## src/rtl/if_fetch_buffer.sv

```systemverilog
// Purpose: N-wide instruction fetch with a circular fetch queue between I-memory and dispatch.
// Latency: a group requested in cycle t with a 1-cycle memory is visible at the queue head in t+2.
// Backpressure: a request is issued only when the queue has room for a whole group; dispatch pops 0..N per cycle.

`ifndef NOP
`define NOP 32'h0000_0013
`endif

package if_fetch_pkg;
  localparam int unsigned XLEN = 32;

  typedef struct packed {
    logic            valid;
    logic [XLEN-1:0] inst;
    logic [XLEN-1:0] PC;
    logic [XLEN-1:0] NPC;
  } IF_DP_PACKET;
endpackage

module if_fetch_buffer
  import if_fetch_pkg::*;
#(
  parameter int unsigned     FETCH_WIDTH = 2,
  parameter int unsigned     DEPTH       = 8,
  parameter logic [XLEN-1:0] RESET_PC    = 32'h0
) (
  input  logic                                 clock,
  input  logic                                 reset,
  input  logic                                 squash_valid,
  input  logic [XLEN-1:0]                      squashed_PC,
  input  logic [$clog2(FETCH_WIDTH+1)-1:0]     dp_take,
  input  logic                                 Imem2proc_valid,
  input  logic [FETCH_WIDTH-1:0][63:0]         Imem2proc_data,
  output logic                                 proc2Imem_req,
  output logic [FETCH_WIDTH-1:0][XLEN-1:0]     proc2Imem_addr,
  output IF_DP_PACKET [FETCH_WIDTH-1:0]        if_dp_packet
);

  localparam int unsigned PW = $clog2(DEPTH);
  localparam int unsigned CW = $clog2(DEPTH + 1);

  localparam logic [CW-1:0]   DEPTH_C   = CW'(DEPTH);
  localparam logic [CW-1:0]   WIDTH_C   = CW'(FETCH_WIDTH);
  localparam logic [XLEN-1:0] GRP_BYTES = XLEN'(4 * FETCH_WIDTH);

  // READY: may issue; WAIT: request outstanding; DROP: outstanding response is stale.
  typedef enum logic [1:0] {
    S_READY = 2'd0,
    S_WAIT  = 2'd1,
    S_DROP  = 2'd2
  } state_e;

  state_e          state_q, state_d;
  logic [XLEN-1:0] fetch_pc_q, fetch_pc_d;
  logic [XLEN-1:0] grp_pc_q, grp_pc_d;
  logic [PW-1:0]   head_q, head_d;
  logic [PW-1:0]   tail_q, tail_d;
  logic [CW-1:0]   count_q, count_d;
  logic            post_rst_q, post_rst_d;
  IF_DP_PACKET     queue_q [DEPTH];
  IF_DP_PACKET     queue_d [DEPTH];

  logic [CW-1:0]   take_ext;
  logic [CW-1:0]   eff_take;
  logic            space_ok;
  logic            enq;
  logic [XLEN-1:0] lane_pc;

  function automatic logic [XLEN-1:0] blk_addr(input logic [XLEN-1:0] pc);
    return {pc[XLEN-1:3], 3'b000};
  endfunction

  // Clamp the dispatch pop to what is present, and decide request / enqueue for this cycle.
  always_comb begin
    take_ext      = CW'(dp_take);
    eff_take      = (take_ext > count_q) ? count_q : take_ext;
    space_ok      = (DEPTH_C - count_q) >= WIDTH_C;
    proc2Imem_req = !reset && (state_q == S_READY) && space_ok && !squash_valid;
    enq           = (state_q == S_WAIT) && Imem2proc_valid && !squash_valid;
    for (int i = 0; i < FETCH_WIDTH; i++) begin
      proc2Imem_addr[i] = blk_addr(fetch_pc_q + XLEN'(4 * i));
    end
  end

  // Next-state for the FSM, fetch PC and queue pointers; squash overrides everything else.
  always_comb begin
    state_d    = state_q;
    fetch_pc_d = fetch_pc_q;
    grp_pc_d   = grp_pc_q;
    head_d     = head_q;
    tail_d     = tail_q;
    count_d    = count_q;
    post_rst_d = post_rst_q;
    queue_d    = queue_q;
    lane_pc    = '0;

    if (squash_valid) begin
      head_d     = '0;
      tail_d     = '0;
      count_d    = '0;
      fetch_pc_d = squashed_PC;
      case (state_q)
        // A response landing with the squash is stale and consumed right here.
        S_WAIT:  state_d = Imem2proc_valid ? S_READY : S_DROP;
        S_DROP:  state_d = Imem2proc_valid ? S_READY : S_DROP;
        default: state_d = S_READY;
      endcase
    end else begin
      case (state_q)
        S_READY: begin
          if (proc2Imem_req) begin
            grp_pc_d   = fetch_pc_q;
            state_d    = S_WAIT;
            post_rst_d = 1'b0;
          end
        end
        S_WAIT: begin
          if (Imem2proc_valid) begin
            fetch_pc_d = fetch_pc_q + GRP_BYTES;
            state_d    = S_READY;
          end
        end
        S_DROP: begin
          if (Imem2proc_valid) begin
            state_d = S_READY;
          end
        end
        default: state_d = S_READY;
      endcase

      // Whole group goes in at once; room was guaranteed when the request was issued.
      if (enq) begin
        for (int i = 0; i < FETCH_WIDTH; i++) begin
          lane_pc = grp_pc_q + XLEN'(4 * i);
          queue_d[tail_q + PW'(i)].valid = 1'b1;
          queue_d[tail_q + PW'(i)].PC    = lane_pc;
          queue_d[tail_q + PW'(i)].NPC   = lane_pc + XLEN'(4);
          queue_d[tail_q + PW'(i)].inst  = lane_pc[2] ? Imem2proc_data[i][63:32]
                                                      : Imem2proc_data[i][31:0];
        end
        tail_d = tail_q + PW'(FETCH_WIDTH);
      end

      head_d  = head_q + PW'(eff_take);
      count_d = count_q + (enq ? WIDTH_C : {CW{1'b0}}) - eff_take;
    end
  end

  // Control state with asynchronous reset.
  always_ff @(posedge clock or posedge reset) begin
    if (reset) begin
      state_q    <= S_READY;
      fetch_pc_q <= RESET_PC;
      grp_pc_q   <= RESET_PC;
      head_q     <= '0;
      tail_q     <= '0;
      count_q    <= '0;
      post_rst_q <= 1'b1;
    end else begin
      state_q    <= state_d;
      fetch_pc_q <= fetch_pc_d;
      grp_pc_q   <= grp_pc_d;
      head_q     <= head_d;
      tail_q     <= tail_d;
      count_q    <= count_d;
      post_rst_q <= post_rst_d;
    end
  end

  // Queue storage needs no reset: slots outside head..head+count are never exposed.
  always_ff @(posedge clock) begin
    queue_q <= queue_d;
  end

  // Present the oldest FETCH_WIDTH entries; empty slots read as invalid NOPs.
  always_comb begin
    for (int k = 0; k < FETCH_WIDTH; k++) begin
      if_dp_packet[k] = queue_q[head_q + PW'(k)];
      if (!(CW'(k) < count_q)) begin
        if_dp_packet[k].valid = 1'b0;
        if_dp_packet[k].inst  = `NOP;
        if_dp_packet[k].PC    = '0;
        if_dp_packet[k].NPC   = '0;
      end
    end
  end

`ifndef SYNTHESIS
  // A response with nothing outstanding is a protocol error, except one orphaned by a reset.
  always_ff @(posedge clock) begin
    if (!reset) begin
      assert (!(Imem2proc_valid && (state_q == S_READY) && !post_rst_q))
        else $error("if_fetch_buffer: Imem2proc_valid with no request outstanding");
    end
  end
`endif

endmodule

```

## config.mk

```make
export PLATFORM = sky130hd
export DESIGN_NAME = if_fetch_buffer
export DESIGN_NICKNAME = d
export VERILOG_FILES = /design/src/rtl/if_fetch_buffer.sv
export SDC_FILE = /design/constraint.sdc
export NUM_CORES = 2
export LEC_CHECK = 0
export ABC_AREA = 1
export CORE_ASPECT_RATIO = 1.25
export CORE_UTILIZATION = 53
export DETAILED_ROUTE_END_ITERATION = 7
export PLACE_DENSITY = 0.77
export REMOVE_ABC_BUFFERS = 1
export SLEW_MARGIN = 25
export SYNTH_ARGS = -nofsm -noshare
export SYNTH_HDL_FRONTEND = slang
export SYNTH_SLANG_ARGS = --single-unit
```

## constraint.sdc

```tcl
create_clock -name clock -period 10 [get_ports clock]
set_input_delay 2.5 -clock clock [delete_from_list [all_inputs] [get_ports clock]]
set_output_delay 2.5 -clock clock [all_outputs]
set_load 0.05 [all_outputs]
```

* Word level (Yosys, flattened, before mapping)
Index checks and enable logic that the tools add are counted.
Storage, ports and cells: bits of input ports 166, memories 0, RAM bits 0, bits in read-only memories 0, register bits after elaboration 852, latch bits 0, word-level logic and storage cells 135, output and inout port bits 259
Operators by class: divide/modulo/power cells 0, $mul 0, add/sub/neg operators 11, equality and inequality tests 4, $lt $le $gt $ge 10, reductions and logical operators 18, muxes and demuxes 49, bitwise logic cells 5, shift-type cells 0
Operators with widths (count):
- $bwmux 776 | 8
- $demux 97 s3 | 8
- $mux 97 | 8
- $bmux 97 s3 | 2
- $mux 32 | 7
- $mux 96 | 2
- $mux 64 | 2
- $add 32x3->32 const B | 3
- $add 32x4->32 const B | 1
- $ge 4x4->1 const B | 4
- $not 3->4 | 4
- $mux 2 | 6
- $mux 3 | 3
- $lt 1x4->1 const A | 2
- $lt 4x1->1 const B | 2
- $mux 4 | 2
- $logic_and 1x1->1 | 7
- $add 3x1->3 const B | 2
- $reduce_and 2->1 | 3
- $reduce_bool 2->1 | 3
- $add 4x2->4 | 1
- $ge 4x2->1 const B | 1
- $gt 2x4->1 | 1
- $pmux 2 s2 | 1
- other kinds (13) | 14

* Longest topological paths before layout
word-level depth 13, gate-level depth with buffers 16, gate-level depth less buffers 16

* Worst setup path after synthesis
Ideal clock, no wire load.
kind input to register, start input Imem2proc_valid, end register queue_q[100] in the netlist's numbering (enable), cell stages on the path 5, path buffers 1, slack -1.816 ns, library setup time 0.740 ns, arrival time 11.076 ns, required time 9.260 ns, cells stage by stage nand2_1 > nor2_1 > clkinv_1 > clkbuf_1 > nor2_1
On the way: longest elaborated chain between the ends 3
RTL lines:
- start, declared | RTL line 32 | input logic Imem2proc_valid,
- $logic_and 1x1->1 (2 in series) | RTL line 79 | enq = (state_q == S_WAIT) && Imem2proc_valid && !squash_valid;
- $reduce_and 2->1 (no source line)
- end signal, assigned | RTL line 172 | queue_q <= queue_d;
- end, declared | RTL line 60 | IF_DP_PACKET queue_q [DEPTH];
No other way between the ends. A chain may end at the register's enable or synchronous reset.

==> flow_metrics.py <==
metrics = {
    "synth": {
        "synth_top_cell_area_share": 0.484,
        "ys_warn_count": 0,
        "synth_top_family_by_area": "compound AO/OA/AOI/OAI gates",
        "synthMostInstantiatedCell": "nor2_1",
        "synthTopCellsByCount": "980 x nor2_1, 899 x o21ai_0, 760 x edfxtp_1",
        "ys_ff_latch": 835,
        "yosysSeqAreaShare": 0.524,
        "synthCells": 5623,
        "synthAdderAreaFrac": 0.00749,
        "synth_area_leaders": "edfxtp_1 48%, o21ai_0 9.5%, nor2_1 7.8%, a21oi_1 5.3%, nand2_1 5.0%",
        "synth-edff-count": 760,
        "yosys.area_share.simple": 0.161,
        "yosys.area.top_type": "edfxtp_1",
        "synthArstFlopShare": 0.0898,
        "synth-main-ff-cell": "edfxtp_1",
        "yosys.area_share.xor_xnor": 0.0118,
        "synth_compound_area_frac": 0.193,
        "post_synth_num_cell_types": 47,
        "synth_area_mm2": 0.0471,
        "muxShareOfSynthArea": 0.0136,
        "avgSynthCellArea_um2": 8.38,
    },
    "cts": {
        "htreeDepth": 3,
        "cts_sinks": 835,
        "cts_hold_buffers": 0,
        "cts_buffers": 84,
        "worstSkewPairLatency_ns": 0.65,
        "cts_setup_buffers": 0,
        "cts_max_path_buffers": 3,
        "cts_root_buf": "clkbuf_16",
        "clk_pin_slew_ns": 0.06,
        "cts_tree": "yes",
        "cts_resized": 0,
    },
    "drt": {
        "dr.first_iter.drc_count": 5424,
        "drt_pass1_iterations": 8,
        "wl_met3_mm": 15.5,
        "drc_errors": 1,
        "drt-total-wl_mm": 147,
        "wl_met2_mm": 71.0,
        "top_layer": "met5",
        "avgRoutedWirePerCell_um": 21.3,
        "wl_met1_mm": 53.9,
        "antenna_left": 0,
        "viasPerCell": 6.04,
        "vias": 41800,
    },
    "timing": {
        "slew_violations": 0,
        "tightest_slew_ns": 1.10,
        "layout_min_cycle_time_ns": 7.63,
        "timing.slew.headroom": 0.269,
        "final.period_utilization": 0.763,
        "finalHoldViolations": 0,
        "fmax_mhz": 131,
        "whs_ns": 0.472,
        "rsz0062_at_grt": "false",
        "tns_ns": 0,
        "finalClockSkew_ns": 0.0250,
        "setup_viol": 0,
    },
    "power": {
        "ir_drop_uv": 324,
        "p_per_area_mw_per_mm2": 351,
        "p_total_mw": 19.0,
        "p_leak_nw": 21.0,
    },
    "critical_path": {
        "r2r_end": "queue_q[79]$_DFFE_PP_",
        "r2r_slack_ns": 5.97,
        "end_kind": "output port",
        "r2r_start": "state_q[1]$_DFFE_PP0P_",
        "cp_data_required_time_ns": 7.50,
        "critPathLaunchType": "register",
        "crit_arrival_ns": 5.13,
        "path_class": "register to output port",
        "path_max_fanout": 239,
        "ff2ff_path_depth": 7,
    },
    "floorplanning": {
        "ioPinCount": 425,
        "core-area_mm2": 0.0875,
        "start_util": 0.539,
        "dieArea_mm2": 0.0901,
        "die_h_um": 335,
        "fp.dieW_um": 269,
        "placementRows": 121,
    },
    "hold_path": {
        "hold_end": "fetch_pc_q[0]$_DFFE_PP0P_",
        "whs_path_depth": 2,
        "hold_start": "fetch_pc_q[0]$_DFFE_PP0P_",
        "hold_path.class": "register to register",
    },
    "flow_run": {
        "cap_violations": 0,
    },
    "grt": {
        "antenna_found_initial": 1,
        "gr-total-overflow": 0,
        "grt_max_degree": 240,
        "grt_pass1_vias": 39500,
        "grt_pass1_wl_mm": 220,
        "grt_use_total": 0.319,
    },
    "finish": {
        "final-instance-count-excl-fill": 6917,
        "drive_gt1_frac": 0.0461,
        "diodes": 0,
        "finish.net_count": 5875,
        "area_growth_pct": 14.6,
        "fillers": 7253,
        "final_util": 0.617,
    },
    "placed_design": {
        "dp_hpwl_mm": 84.5,
        "gp_congestion": 0.916,
        "dp.cells": 6764,
        "io_buffer_count": 418,
    },
    "outcome": {
        "failed_checks": "DRC",
        "status": "complete, but fails checks",
    },
}
## power by group
part	switching (mW)	total, mW	internal [mW]
clock	1.35	3.15	1.80
combinational	8.20	11.3	3.15
sequential	0.358	4.46	4.10
total	9.91	19.0	9.05
## kinds of logic (layout without fill, tap and decap cells)
logic type	Yosys count	count (layout)
other cells	1	6
buf+inv	1061	1182
mux	64	64
xor+xnor	60	60
flops	835	835
compound gates	1706	1706
simple gates	1869	1869
fa+ha+maj	27	27
## worst max-delay path, stage by stage, from the launching register on
cell and delay (ns):
dfrtp_4 0.95, clkinv_8 0.75, buf_12 0.58, a21oi_1 0.30
o21ai_0 0.14, o21ai_0 0.12, o21ai_0 0.09, a31oi_1 0.34
clkdlybuf4s50_1 0.88
## sequential cells by signal, summed over array words and instances, names as in the netlist
| register | cells |
|---|---|
| count_q | 4 |
| fetch_pc_q | 32 |
| grp_pc_q | 32 |
| head_q | 3 |
| queue_q | 760 |
| state_q | 2 |
| tail_q | 2 |
## worst max-delay path by stage
stage / start / endpoint / slack [ns] / cells after the start
floorplan: head_q[0]$_DFF_PP0_ / if_dp_packet[0] / -23.20 / 6
global placement: head_q[0]$_DFF_PP0_ / if_dp_packet[113] / 3.26 / 7
detailed placement: head_q[0]$_DFF_PP0_ / if_dp_packet[113] / 3.18 / 7
CTS: head_q[0]$_DFF_PP0_ / if_dp_packet[113] / 2.48 / 7
global route: head_q[0]$_DFF_PP0_ / if_dp_packet[113] / 2.22 / 8
finish: head_q[0]$_DFF_PP0_ / if_dp_packet[101] / 2.37 / 8
## per-layer routing
layer	up-vias	track usage
met5	-	0
met4	2	0.161
met3	411	0.0482
met2	2628	0.532
met1	19600	0.403
li1	19200	-
## layout make-up
cell class,instances,area [um^2],area share
clock buffers,108,2330,0.0430
clock inverters,45,395,0.00732
inverters,560,2150,0.0398
multi-input cells,3732,18300,0.339
flip-flops and latches,835,24700,0.457
well taps,1168,1460,0.0270
repair buffers,469,4690,0.0867
## cells in the final DEF, fill, tap and decap left out, types with 8 or more instances in the layout
cell / instances
clkbuf_16: 87
xor2_1: 51
inv_1: 541
ha_1: 20
o21ai_0: 899
mux2i_1: 64
clkbuf_1: 14
buf_12: 8
a21oi_1: 499
nor2_2: 10
o211ai_1: 99
o221ai_1: 10
nor3_1: 20
clkdlybuf4s50_1: 418
a31oi_1: 185
nand4_1: 14
nor2_1: 975
nand2_1: 633
dfrtp_1: 71
edfxtp_1: 760
nand2_2: 23
nand3_1: 158
clkinv_1: 17
buf_4: 42
nor2_4: 14
clkinv_2: 22
## stage by stage
stage                     area [um^2]  setup slack [ns]
after floorplan                 45000            -23.20
after global placement          51300              3.26
after detailed placement        51300              3.18
after CTS                       54000              2.48
after global routing            54000              2.22
final                           54000              2.37
(Power assumes the default switching activity.)
